--- config.mk ---
export PLATFORM = sky130hd
export DESIGN_NAME = mem_req_squash_tracker
export DESIGN_NICKNAME = d
export VERILOG_FILES = /design/src/rtl/mem_req_squash_tracker.sv
export SDC_FILE = /design/constraint.sdc
export NUM_CORES = 1
export LEC_CHECK = 0
export CAP_MARGIN = 0
export CORE_AREA = 2 2 103 105
export CTS_BUF_LIST = sky130_fd_sc_hd__clkbuf_16
export CTS_CLUSTER_DIAMETER = 30
export CTS_CLUSTER_SIZE = 14
export DETAILED_ROUTE_END_ITERATION = 6
export DIE_AREA = 0 0 105 107
export DONT_BUFFER_PORTS = 1
export GPL_TIMING_DRIVEN = 0
export PLACE_DENSITY = 0.36
export SKIP_CTS_REPAIR_TIMING = 1
export SYNTH_ARGS = -nofsm -noshare
export SYNTH_HDL_FRONTEND = slang
export SYNTH_HIERARCHICAL = 1
export SYNTH_SLANG_ARGS = --single-unit
--- constraint.sdc ---
create_clock -name clk -period 3.9 [get_ports clk]
set_clock_uncertainty 0.1 [all_clocks]
set_input_delay 0.39 -clock clk [delete_from_list [all_inputs] [get_ports clk]]
set_output_delay 0.39 -clock clk [all_outputs]
set_load 0.02 [all_outputs]
--- src/rtl/mem_req_squash_tracker.sv ---
// mem_req_squash_tracker
//
// Request-side companion to the processor's response drop logic. Requests are
// forwarded to memory combinationally while the tracker counts in-flight
// transactions. A squash reclassifies every outstanding response as
// "to drop"; those responses are absorbed as they return so only live
// responses reach the pipeline. Memory returns responses in order, so all
// to-drop responses arrive before any live one.
//
// Ports:
//   clk, reset_n            clock, asynchronous active-low reset
//   squash                  discard all outstanding responses
//   req_msg/en/rdy          processor -> tracker request (en/rdy handshake)
//   memreq_msg/en/rdy       tracker -> memory request
//   memresp_msg/en/rdy      memory -> tracker response
//   resp_msg/en/rdy         tracker -> processor response
//   live_cnt                outstanding responses that will be delivered
//   drop_cnt                outstanding responses that will be discarded

// Simulation-only protocol checker: a response must never return while
// nothing is outstanding.
module mem_req_squash_tracker_chk #(
    parameter int c_cnt_nbits = 3
) (
    input logic                   clk,
    input logic                   reset_n,
    input logic                   memresp_en,
    input logic                   memresp_rdy,
    input logic [c_cnt_nbits-1:0] live_cnt,
    input logic [c_cnt_nbits-1:0] drop_cnt
);

    // Response with no outstanding transaction is a protocol error.
    resp_without_req_a : assert property (@(posedge clk) disable iff (!reset_n)
        (memresp_en && memresp_rdy) |->
        ((live_cnt != {c_cnt_nbits{1'b0}}) || (drop_cnt != {c_cnt_nbits{1'b0}})))
        else $error("memresp_en asserted with no outstanding request");

endmodule

module mem_req_squash_tracker #(
    parameter int p_req_nbits    = 77,
    parameter int p_resp_nbits   = 47,
    parameter int p_max_inflight = 4
) (
    input  logic                                clk,
    input  logic                                reset_n,
    input  logic                                squash,
    input  logic [p_req_nbits-1:0]              req_msg,
    input  logic                                req_en,
    output logic                                req_rdy,
    output logic [p_req_nbits-1:0]              memreq_msg,
    output logic                                memreq_en,
    input  logic                                memreq_rdy,
    input  logic [p_resp_nbits-1:0]             memresp_msg,
    input  logic                                memresp_en,
    output logic                                memresp_rdy,
    output logic [p_resp_nbits-1:0]             resp_msg,
    output logic                                resp_en,
    input  logic                                resp_rdy,
    output logic [$clog2(p_max_inflight+1)-1:0] live_cnt,
    output logic [$clog2(p_max_inflight+1)-1:0] drop_cnt
);

    localparam int c_cnt_nbits = $clog2(p_max_inflight + 1);
    // One extra bit so live + drop cannot overflow before comparison.
    localparam int c_sum_nbits = c_cnt_nbits + 1;

    // PASS: nothing left to discard; DRAIN: stale responses still to absorb.
    typedef enum logic {
        ST_PASS  = 1'b0,
        ST_DRAIN = 1'b1
    } state_e;

    logic [c_cnt_nbits-1:0] live_cnt_r;
    logic [c_cnt_nbits-1:0] drop_cnt_r;
    logic [c_cnt_nbits-1:0] live_cnt_nxt_s;
    logic [c_cnt_nbits-1:0] drop_cnt_nxt_s;
    logic [c_sum_nbits-1:0] total_s;
    logic                   full_s;
    logic                   issue_s;
    logic                   resp_dec_s;
    state_e                 state_s;

    assign total_s = {1'b0, live_cnt_r} + {1'b0, drop_cnt_r};
    assign full_s  = (total_s == c_sum_nbits'(p_max_inflight));
    assign state_s = (drop_cnt_r != {c_cnt_nbits{1'b0}}) ? ST_DRAIN : ST_PASS;

    // Pure pass-through data paths; the tracker holds no message storage.
    assign memreq_msg = req_msg;
    assign resp_msg   = memresp_msg;
    assign live_cnt   = live_cnt_r;
    assign drop_cnt   = drop_cnt_r;

    // Issue handshake: full is computed from registered counts only, so a
    // response returning this cycle cannot open a slot combinationally.
    always_comb begin
        req_rdy = 1'b0;
        issue_s = 1'b0;
        if (reset_n) begin
            req_rdy = memreq_rdy && !full_s && !squash;
            issue_s = req_en && req_rdy;
        end else begin
            req_rdy = 1'b0;
            issue_s = 1'b0;
        end
    end

    assign memreq_en = issue_s;

    // Response handshake: forward in PASS, absorb in DRAIN or on a squash.
    always_comb begin
        memresp_rdy = 1'b0;
        resp_en     = 1'b0;
        if (!reset_n) begin
            memresp_rdy = 1'b0;
            resp_en     = 1'b0;
        end else if (squash) begin
            memresp_rdy = 1'b1;
            resp_en     = 1'b0;
        end else begin
            case (state_s)
                ST_PASS: begin
                    memresp_rdy = resp_rdy;
                    resp_en     = memresp_en;
                end
                ST_DRAIN: begin
                    memresp_rdy = 1'b1;
                    resp_en     = 1'b0;
                end
                default: begin
                    memresp_rdy = 1'b1;
                    resp_en     = 1'b0;
                end
            endcase
        end
    end

    // A response only retires a count when something is outstanding, so a
    // spurious response saturates the counters at zero instead of wrapping.
    assign resp_dec_s = memresp_en && memresp_rdy && (total_s != {c_sum_nbits{1'b0}});

    // Counter next-state: a squash folds all live entries into the drop count,
    // minus any response consumed in that same cycle.
    always_comb begin
        live_cnt_nxt_s = live_cnt_r;
        drop_cnt_nxt_s = drop_cnt_r;
        if (squash) begin
            live_cnt_nxt_s = {c_cnt_nbits{1'b0}};
            drop_cnt_nxt_s = c_cnt_nbits'(total_s - {{c_cnt_nbits{1'b0}}, resp_dec_s});
        end else begin
            case (state_s)
                ST_PASS: begin
                    live_cnt_nxt_s = live_cnt_r + c_cnt_nbits'(issue_s)
                                   - c_cnt_nbits'(resp_dec_s);
                end
                ST_DRAIN: begin
                    live_cnt_nxt_s = live_cnt_r + c_cnt_nbits'(issue_s);
                    drop_cnt_nxt_s = drop_cnt_r - c_cnt_nbits'(resp_dec_s);
                end
                default: begin
                    live_cnt_nxt_s = live_cnt_r;
                    drop_cnt_nxt_s = drop_cnt_r;
                end
            endcase
        end
    end

    // Counter registers.
    always_ff @(posedge clk or negedge reset_n) begin
        if (!reset_n) begin
            live_cnt_r <= {c_cnt_nbits{1'b0}};
            drop_cnt_r <= {c_cnt_nbits{1'b0}};
        end else begin
            live_cnt_r <= live_cnt_nxt_s;
            drop_cnt_r <= drop_cnt_nxt_s;
        end
    end

    mem_req_squash_tracker_chk #(
        .c_cnt_nbits (c_cnt_nbits)
    ) u_chk (
        .clk         (clk),
        .reset_n     (reset_n),
        .memresp_en  (memresp_en),
        .memresp_rdy (memresp_rdy),
        .live_cnt    (live_cnt_r),
        .drop_cnt    (drop_cnt_r)
    );

endmodule

# == Yosys cells after proc, flatten, opt, wreduce, memory -nomap -nowiden ==
# Index checks and enable logic that the tools add are counted.
# op_classes
add_sub_neg,5
eq_ne,1
mux,13
bitwise_logic,1
reduce_logical,10
# op_table
cell,count
3-bit two-way mux,3
3-bit by 1-bit subtractor with 3-bit output,3
1-bit two-way mux,7
3-bit one-hot mux with 2 select lines,1
1-bit logical AND,5
3-bit by 3-bit adder with 4-bit output,1
"4-bit by 3-bit == test with 1-bit output, second input constant",1
1-bit one-hot mux with 2 select lines,2
4-bit nonzero test,1
3-bit by 1-bit adder with 3-bit output,1
3-bit nonzero test,1
1-bit zero test,2
2-bit nonzero test,1
1-bit NOT,1
# word_totals
register_bits,6
input_bits,131
out_inout_bits,134
elab_cells,32

# == Depth between registers and ports, before layout ==
# Gate-level depths: netlist of run 1.
# logic_depth
ltp_word,11
mapped_depth,12

# == Least setup slack after synthesis of run 1 ==
# No wires, ideal clock.
# synth_timing
kind,register -> register
from,"reg drop_cnt_r[0], in the netlist drop_cnt[0]"
to,"reg live_cnt_r[1], in the netlist live_cnt[1]"
setup_time_ps,94
arrival_ps,2970
slack_ps,736
stages_incl_launch_ff,12
synth_period_minus_slack_ps,3164
cell_sequence,dfrtp_1 ha_1 inv_1 fa_1 xor2_2 a2111oi_2 nor4b_2 ha_1 inv_1 ha_1 ha_1 a211oi_1
# synth_between
elab_chain_len,11
# synth_rtl
element,line_no,text
from (decl),76,logic [c_cnt_nbits-1:0] drop_cnt_r;
from (signal assigned),173,drop_cnt_r <= {c_cnt_nbits{1'b0}};
from (signal assigned),176,drop_cnt_r <= drop_cnt_nxt_s;
3-bit by 3-bit adder with 4-bit output (*),85,"assign total_s = {1'b0, live_cnt_r} + {1'b0, drop_cnt_r};"
4-bit by 3-bit == test with 1-bit output (*),86,assign full_s = (total_s == c_sum_nbits'(p_max_inflight));
1-bit zero test (*),101,req_rdy = memreq_rdy && !full_s && !squash;
1-bit logical AND (*) (2 in series),101,
1-bit logical AND (*),102,issue_s = req_en && req_rdy;
1-bit two-way mux (*),100,if (reset_n) begin
named net memreq_en,53,"output logic memreq_en,"
3-bit by 1-bit adder with 3-bit output (*),"154, 158",
3-bit by 1-bit subtractor with 3-bit output,155,- c_cnt_nbits'(resp_dec_s);
3-bit one-hot mux with 2 select lines (*),152,case (state_s)
3-bit two-way mux (*),148,if (squash) begin
named net live_cnt_nxt_s[1],77,logic [c_cnt_nbits-1:0] live_cnt_nxt_s;
to (signal assigned),172,live_cnt_r <= {c_cnt_nbits{1'b0}};
to (signal assigned),175,live_cnt_r <= live_cnt_nxt_s;
to (decl),75,logic [c_cnt_nbits-1:0] live_cnt_r;
# The timed path passes the listed nets; every way through them passes the cells marked *.
# A chain may end at the register's enable or synchronous reset.

# == Worst setup path after layout of run 1 ==
# Ends and elaborated chain as after synthesis.

==> results.cfg, run 1 <==
[sta]
fmax_mhz = 282.0
setup_tns_ps = 0
slew-limit-headroom_pct = 43.87
setup_viol = 0
report.final.hold_viol_count = 0
period_share_pct = 90.92
period_needed_ps = 3546
grt_setup_unrepaired = no
worstMarginPinSlew_ps = 835.5
final-max-slew-violation-count = 0

[global_route]
grt_max_degree = 11
gr-total-overflow = 0
met2_usage_pct = 9.879
grtUsageMet3_pct = 1.155
grt_pass1_wl_mm = 4.029
antenna_found_initial = 0
grtUsageMet1_pct = 3.777
busiest_layer = met2
grt_usage_pct = 4.764
grt_pass1_vias = 811

[worst_setup_path]
worstPathArrival_ps = 3570
path_delay_family = adder cells
r2r_slack_ps = 350
r2r_end = live_cnt[1]$_DFF_PN0_
start_kind = register
crit_type = reg -> reg
r2r_start = drop_cnt[0]$_DFFE_PN0P_
worstPathMaxFanout = 6
crit_path_end_kind = register
path_buf_inv = 2
r2r_cells = 11
path_cells = ha_1 -> inv_1 -> fa_1 -> xor2_2 -> a2111oi_2 -> nor4b_2 -> ha_1 -> inv_1 -> ha_1 -> ha_1 -> a211oi_1
cpPeakStageDelay_ps = 660
slowest_stage = nor4b_2
crit_top_cell = ha_1
worstPathRequired_ps = 3930

[status]
status = finished, final reports clean

[floorplan]
fp.dieH_um = 107
core_area_mm2 = 0.01009
row_count = 37
die_area_mm2 = 0.01124
start_util_pct = 14.59
die_x_um = 105
io_pins = 265

[logic_synthesis]
yosysSeqAreaShare_pct = 10.20
syn-num-nets = 321
synth-edff-count = 0
synth_area_per_cell_um2 = 8.181
synthArstFlopShare_pct = 100.0
netlist_instances = 180
yosysWarnings = 6
syn_area_mm2 = 0.001473
synth_ff_type = dfrtp_1
ys_seq_elements = 6
netlist-cell-type-count = 27

[detailed_routing]
drtPass1Iterations = 4
vias_per_cell = 3.331
drtAntennaViolNets = 0
drc = 0
routed_wirelength_mm = 3.432
wl_per_cell_um = 10.73
num_vias = 1066
first_iter_violations = 20

[cells_and_area]
final_nets = 327
postLayoutCellArea_mm2 = 0.001728
n_fill_cell = 1133
final_cell_mix = 124 x buf_4, 9 x ha_1, 6 x nor2_1, 6 x dfrtp_1, 5 x inv_1
register_area_um2 = 150.1
num_antenna_cells = 0
multi_input_area_um2 = 369.1
final_common_cell = buf_4
syn_to_final_growth_pct = 17.33
finalNonFillerCells = 320
layout-drive-gt1-share_pct = 72.28
fin_util_pct = 17.12

[pwr]
seq_power_share_pct = 21.9
p_comb_share_pct = 57.7
power.switching_mw = 0.3912
p_total_mw = 0.8227
swShare_pct = 47.55
max-vdd-ir-drop_uv = 113.7
p_per_area_mw_per_mm2 = 476.1
p_int_mw = 0.4315
clkPwrFrac_pct = 20.4
p_leak_nw = 0.9034

[clock_tree]
cts_root_buf = clkbuf_16
cts_made_buffers = 3
tritoncts = yes
cts.sinks = 6
clkLatencyLatePin_ps = 230
htree_levels = 1
clk_pin_slew_ps = 30
cts_buffer_depth = 2

[job]
drv_cap = 0

[worst_hold_path]
hold-path-cell-count = 2
min-delay-start = squash
hold_end = drop_cnt[1]$_DFFE_PN0P_
hold_path.class = in -> reg

[placement]
io_buffer_count = 0
gp_congestion = 0.6278
dpl.cell_count = 316
dpl-instance-area_mm2 = 0.001643
==> area by class of cell <==
cell class / count / share of cell area (%)
buffer: 125 / 54.09
clock buffer: 3 / 4.345
inverter: 5 / 1.086
multi-input combinational: 44 / 21.36
sequential: 6 / 8.689
tap: 136 / 9.848
timing repair buffer: 1 / 0.5793
==> Yosys cell counts, types with 2 or more instances <==
library cell	n	share of area, %
ha_1	9	7.6
dfrtp_1	6	10
a21o_1	2	1.0
xnor2_1	2	1.2
buf_4	124	63
nand2_1	4	1.0
inv_1	5	1.3
nor3_1	3	1.0
a211oi_1	2	1.0
nor2_1	6	1.5
==> power groups by stage <==
stage	clock network, mW	registers (mW)	logic [mW]
finish	0.168	0.180	0.474
global route	0.175	0.189	0.533
CTS	0.171	0.186	0.479
detailed placement	0	0.186	0.476
global placement	0	0.186	0.475
floorplan	0	0.158	0.421
==> per-layer routing <==
metal / share of wire [%] / wire length, µm
met3: 15 / 500
met4: 2.1 / 73
met1: 23 / 788
met2: 60 / 2071
met5: 0 / 0
==> how the worst max path moves through the flow <==
| stage | start | endpoint | cells past startpoint |
|---|---|---|---|
| after floorplan | drop_cnt[0]$_DFFE_PN0P_ | live_cnt[1]$_DFF_PN0_ | 11 |
| after global placement | drop_cnt[0]$_DFFE_PN0P_ | live_cnt[1]$_DFF_PN0_ | 11 |
| after detailed placement | drop_cnt[0]$_DFFE_PN0P_ | live_cnt[1]$_DFF_PN0_ | 11 |
| after CTS | drop_cnt[0]$_DFFE_PN0P_ | live_cnt[1]$_DFF_PN0_ | 11 |
| after global routing | drop_cnt[0]$_DFFE_PN0P_ | live_cnt[1]$_DFF_PN0_ | 11 |
| final | drop_cnt[0]$_DFFE_PN0P_ | live_cnt[1]$_DFF_PN0_ | 11 |
==> state kept, by name, summed over array words and instances, names as in the netlist <==
signal / count
live_cnt: 3
drop_cnt: 3
==> stage by stage <==
stage,setup WS [ps],hold WS (ps)
final,354.2,213.8
after global routing,185.1,242.5
after CTS,278.7,-246.8
after detailed placement,333.3,-4.975
after global placement,320.2,-4.942
after floorplan,735.6,-5.591
==> kinds of logic after synthesis <==
logic type | share of synthesized area (%)
buffers and inverters | 64.74
and+or+nand+nor | 8.157
adders and majority gates | 9.006
AOI/OAI and AO/OA | 4.332
DFF | 10.20
xor gates and xnor gates | 2.889
muxes | 0.6797
(Power assumes the default switching activity.)
==> inputs of run 2 (changes only) <==
Settings changed: RECOVER_POWER set to 25.
==> run 2 against run 1 <==
Against the previous run: wire length unchanged; core utilization down 1.1 points; maximum frequency about the same; worst hold slack unchanged; clock power about the same; sequential cell count unchanged; die area unchanged; non-clock buffer count unchanged; final cell count unchanged; sequential share of layout area up 0.61 points; highest routed layer unchanged.
==> results.cfg, run 2 (synthesis gave the netlist of run 1 again) <==
[status]
status = finished, final reports clean

[cells_and_area]
syn_to_final_growth_pct = 9.686
final_nets = 327
num_antenna_cells = 0
final_common_cell = buf_4
finalNonFillerCells = 320
layout-drive-gt1-share_pct = 55.98
fin_util_pct = 16.01
final_cell_mix = 94 x buf_4, 31 x clkbuf_1, 9 x ha_1

[worst_setup_path]
r2r_start = drop_cnt[0]$_DFFE_PN0P_
worstPathArrival_ps = 3570
path_delay_family = adder cells
r2r_slack_ps = 360
path_cells = ha_1 -> inv_1 -> fa_1 -> xor2_2 -> a2111oi_2 -> nor4b_2 -> ha_1 -> inv_1 -> ha_1 -> ha_1 -> a211oi_1
r2r_cells = 11
crit_path_end_kind = register
crit_top_cell = ha_1
worst-path-stages = 11
start_kind = register
cpPeakStageDelay_ps = 660
worstPathRequired_ps = 3930
r2r_end = live_cnt[1]$_DFF_PN0_
path_buf_inv = 2
crit_type = reg -> reg
slowest_stage = nor4b_2
worstPathMaxFanout = 6

[global_route]
grt_pass1_vias = 811
grt_pass1_wl_mm = 4.029
gr-total-overflow = 0
grt_usage_pct = 4.764
grt_max_degree = 11
antenna_found_initial = 0

[sta]
grt_setup_unrepaired = no
period_needed_ps = 3545
setup_tns_ps = 0
report.final.hold_viol_count = 0
period_share_pct = 90.89
setup_viol = 0
fin_ws_ps = 355.5
fmax_mhz = 282.1
final-max-slew-violation-count = 0
slew-limit-headroom_pct = 44.38
worstMarginPinSlew_ps = 828.0
holdWs_ps = 213.8

[placement]
gp_congestion = 0.6278
io_buffer_count = 0
dpl.cell_count = 316
post-place-ws_ps = 333.3

[worst_hold_path]
hold-path-cell-count = 2
hold_path.class = in -> reg
hold_end = drop_cnt[1]$_DFFE_PN0P_
min-delay-start = squash

[detailed_routing]
vias_per_cell = 3.328
routed_wirelength_mm = 3.432
first_iter_violations = 21
drc = 0
drtPass1Iterations = 4
num_vias = 1065
wl_per_cell_um = 10.73
drtAntennaViolNets = 0

[floorplan]
fp.dieH_um = 107
die_x_um = 105
io_pins = 265
die_area_mm2 = 0.01124
start_util_pct = 14.59
row_count = 37
core_area_mm2 = 0.01009

[clock_tree]
clkLatencyLatePin_ps = 230
cts.sinks = 6
cts_root_buf = clkbuf_16
cts_made_buffers = 3
clk_pin_slew_ps = 30
tritoncts = yes
cts_buffer_depth = 2
htree_levels = 1

[job]
drv_cap = 0

[pwr]
p_leak_nw = 0.7947
p_per_area_mw_per_mm2 = 500.9
max-vdd-ir-drop_uv = 113.0
## run 2: cell count changes in the layout (fill, tap and decap cells not counted), sizes merged
| cell | previous run | this run |
|---|---|---|
| buf | 124 | 94 |
| clkbuf | 4 | 34 |
## run 2: worst max-delay path by stage
| stage | startpoint | to | slack, ps |
|---|---|---|---|
| 2_1_floorplan | drop_cnt[0]$_DFFE_PN0P_ | live_cnt[1]$_DFF_PN0_ | 740 |
| 3_3_place_gp | drop_cnt[0]$_DFFE_PN0P_ | live_cnt[1]$_DFF_PN0_ | 320 |
| 3_5_place_dp | drop_cnt[0]$_DFFE_PN0P_ | live_cnt[1]$_DFF_PN0_ | 330 |
| 4_1_cts | drop_cnt[0]$_DFFE_PN0P_ | live_cnt[1]$_DFF_PN0_ | 280 |
| 5_1_grt | drop_cnt[0]$_DFFE_PN0P_ | live_cnt[1]$_DFF_PN0_ | 190 |
| 6_report | drop_cnt[0]$_DFFE_PN0P_ | live_cnt[1]$_DFF_PN0_ | 360 |
## run 2: power by group
group | total, mW | switching [mW] | leakage (nW) | internal, mW
combinational | 0.461 | 0.264 | 0.680 | 0.196
sequential | 0.180 | 0.0905 | 0.0774 | 0.0900
clock | 0.168 | 0.0361 | 0.0370 | 0.132
total | 0.809 | 0.391 | 0.795 | 0.418
## run 2: layout make-up
class,instances,area (µm²)
sequential,6,150.1
tap,136,170.2
buffer,125,822.0
inverter,5,18.77
timing repair buffer,1,10.01
clock buffer,3,75.07
multi-input combinational,44,369.1
fill,1167,8477
## run 2: per-stage QoR
step	power (mW)	area, µm²
after CTS	0.8361	1718
after detailed placement	0.6618	1643
after floorplan	0.5790	1473
after global placement	0.6616	1643
after global routing	0.8833	1615
final	0.8090	1615
## run 2: routing by layer
metal | track usage [%] | routed length (µm) | vias up | part of all wire [%]
met3 | 1.155 | 510 | 4 | 15
met5 | 0 | 0 | - | 0
met4 | 3.429 | 73 | 0 | 2.1
met2 | 9.879 | 2064 | 136 | 60
li1 | - | - | 454 | -
met1 | 3.777 | 785 | 471 | 23
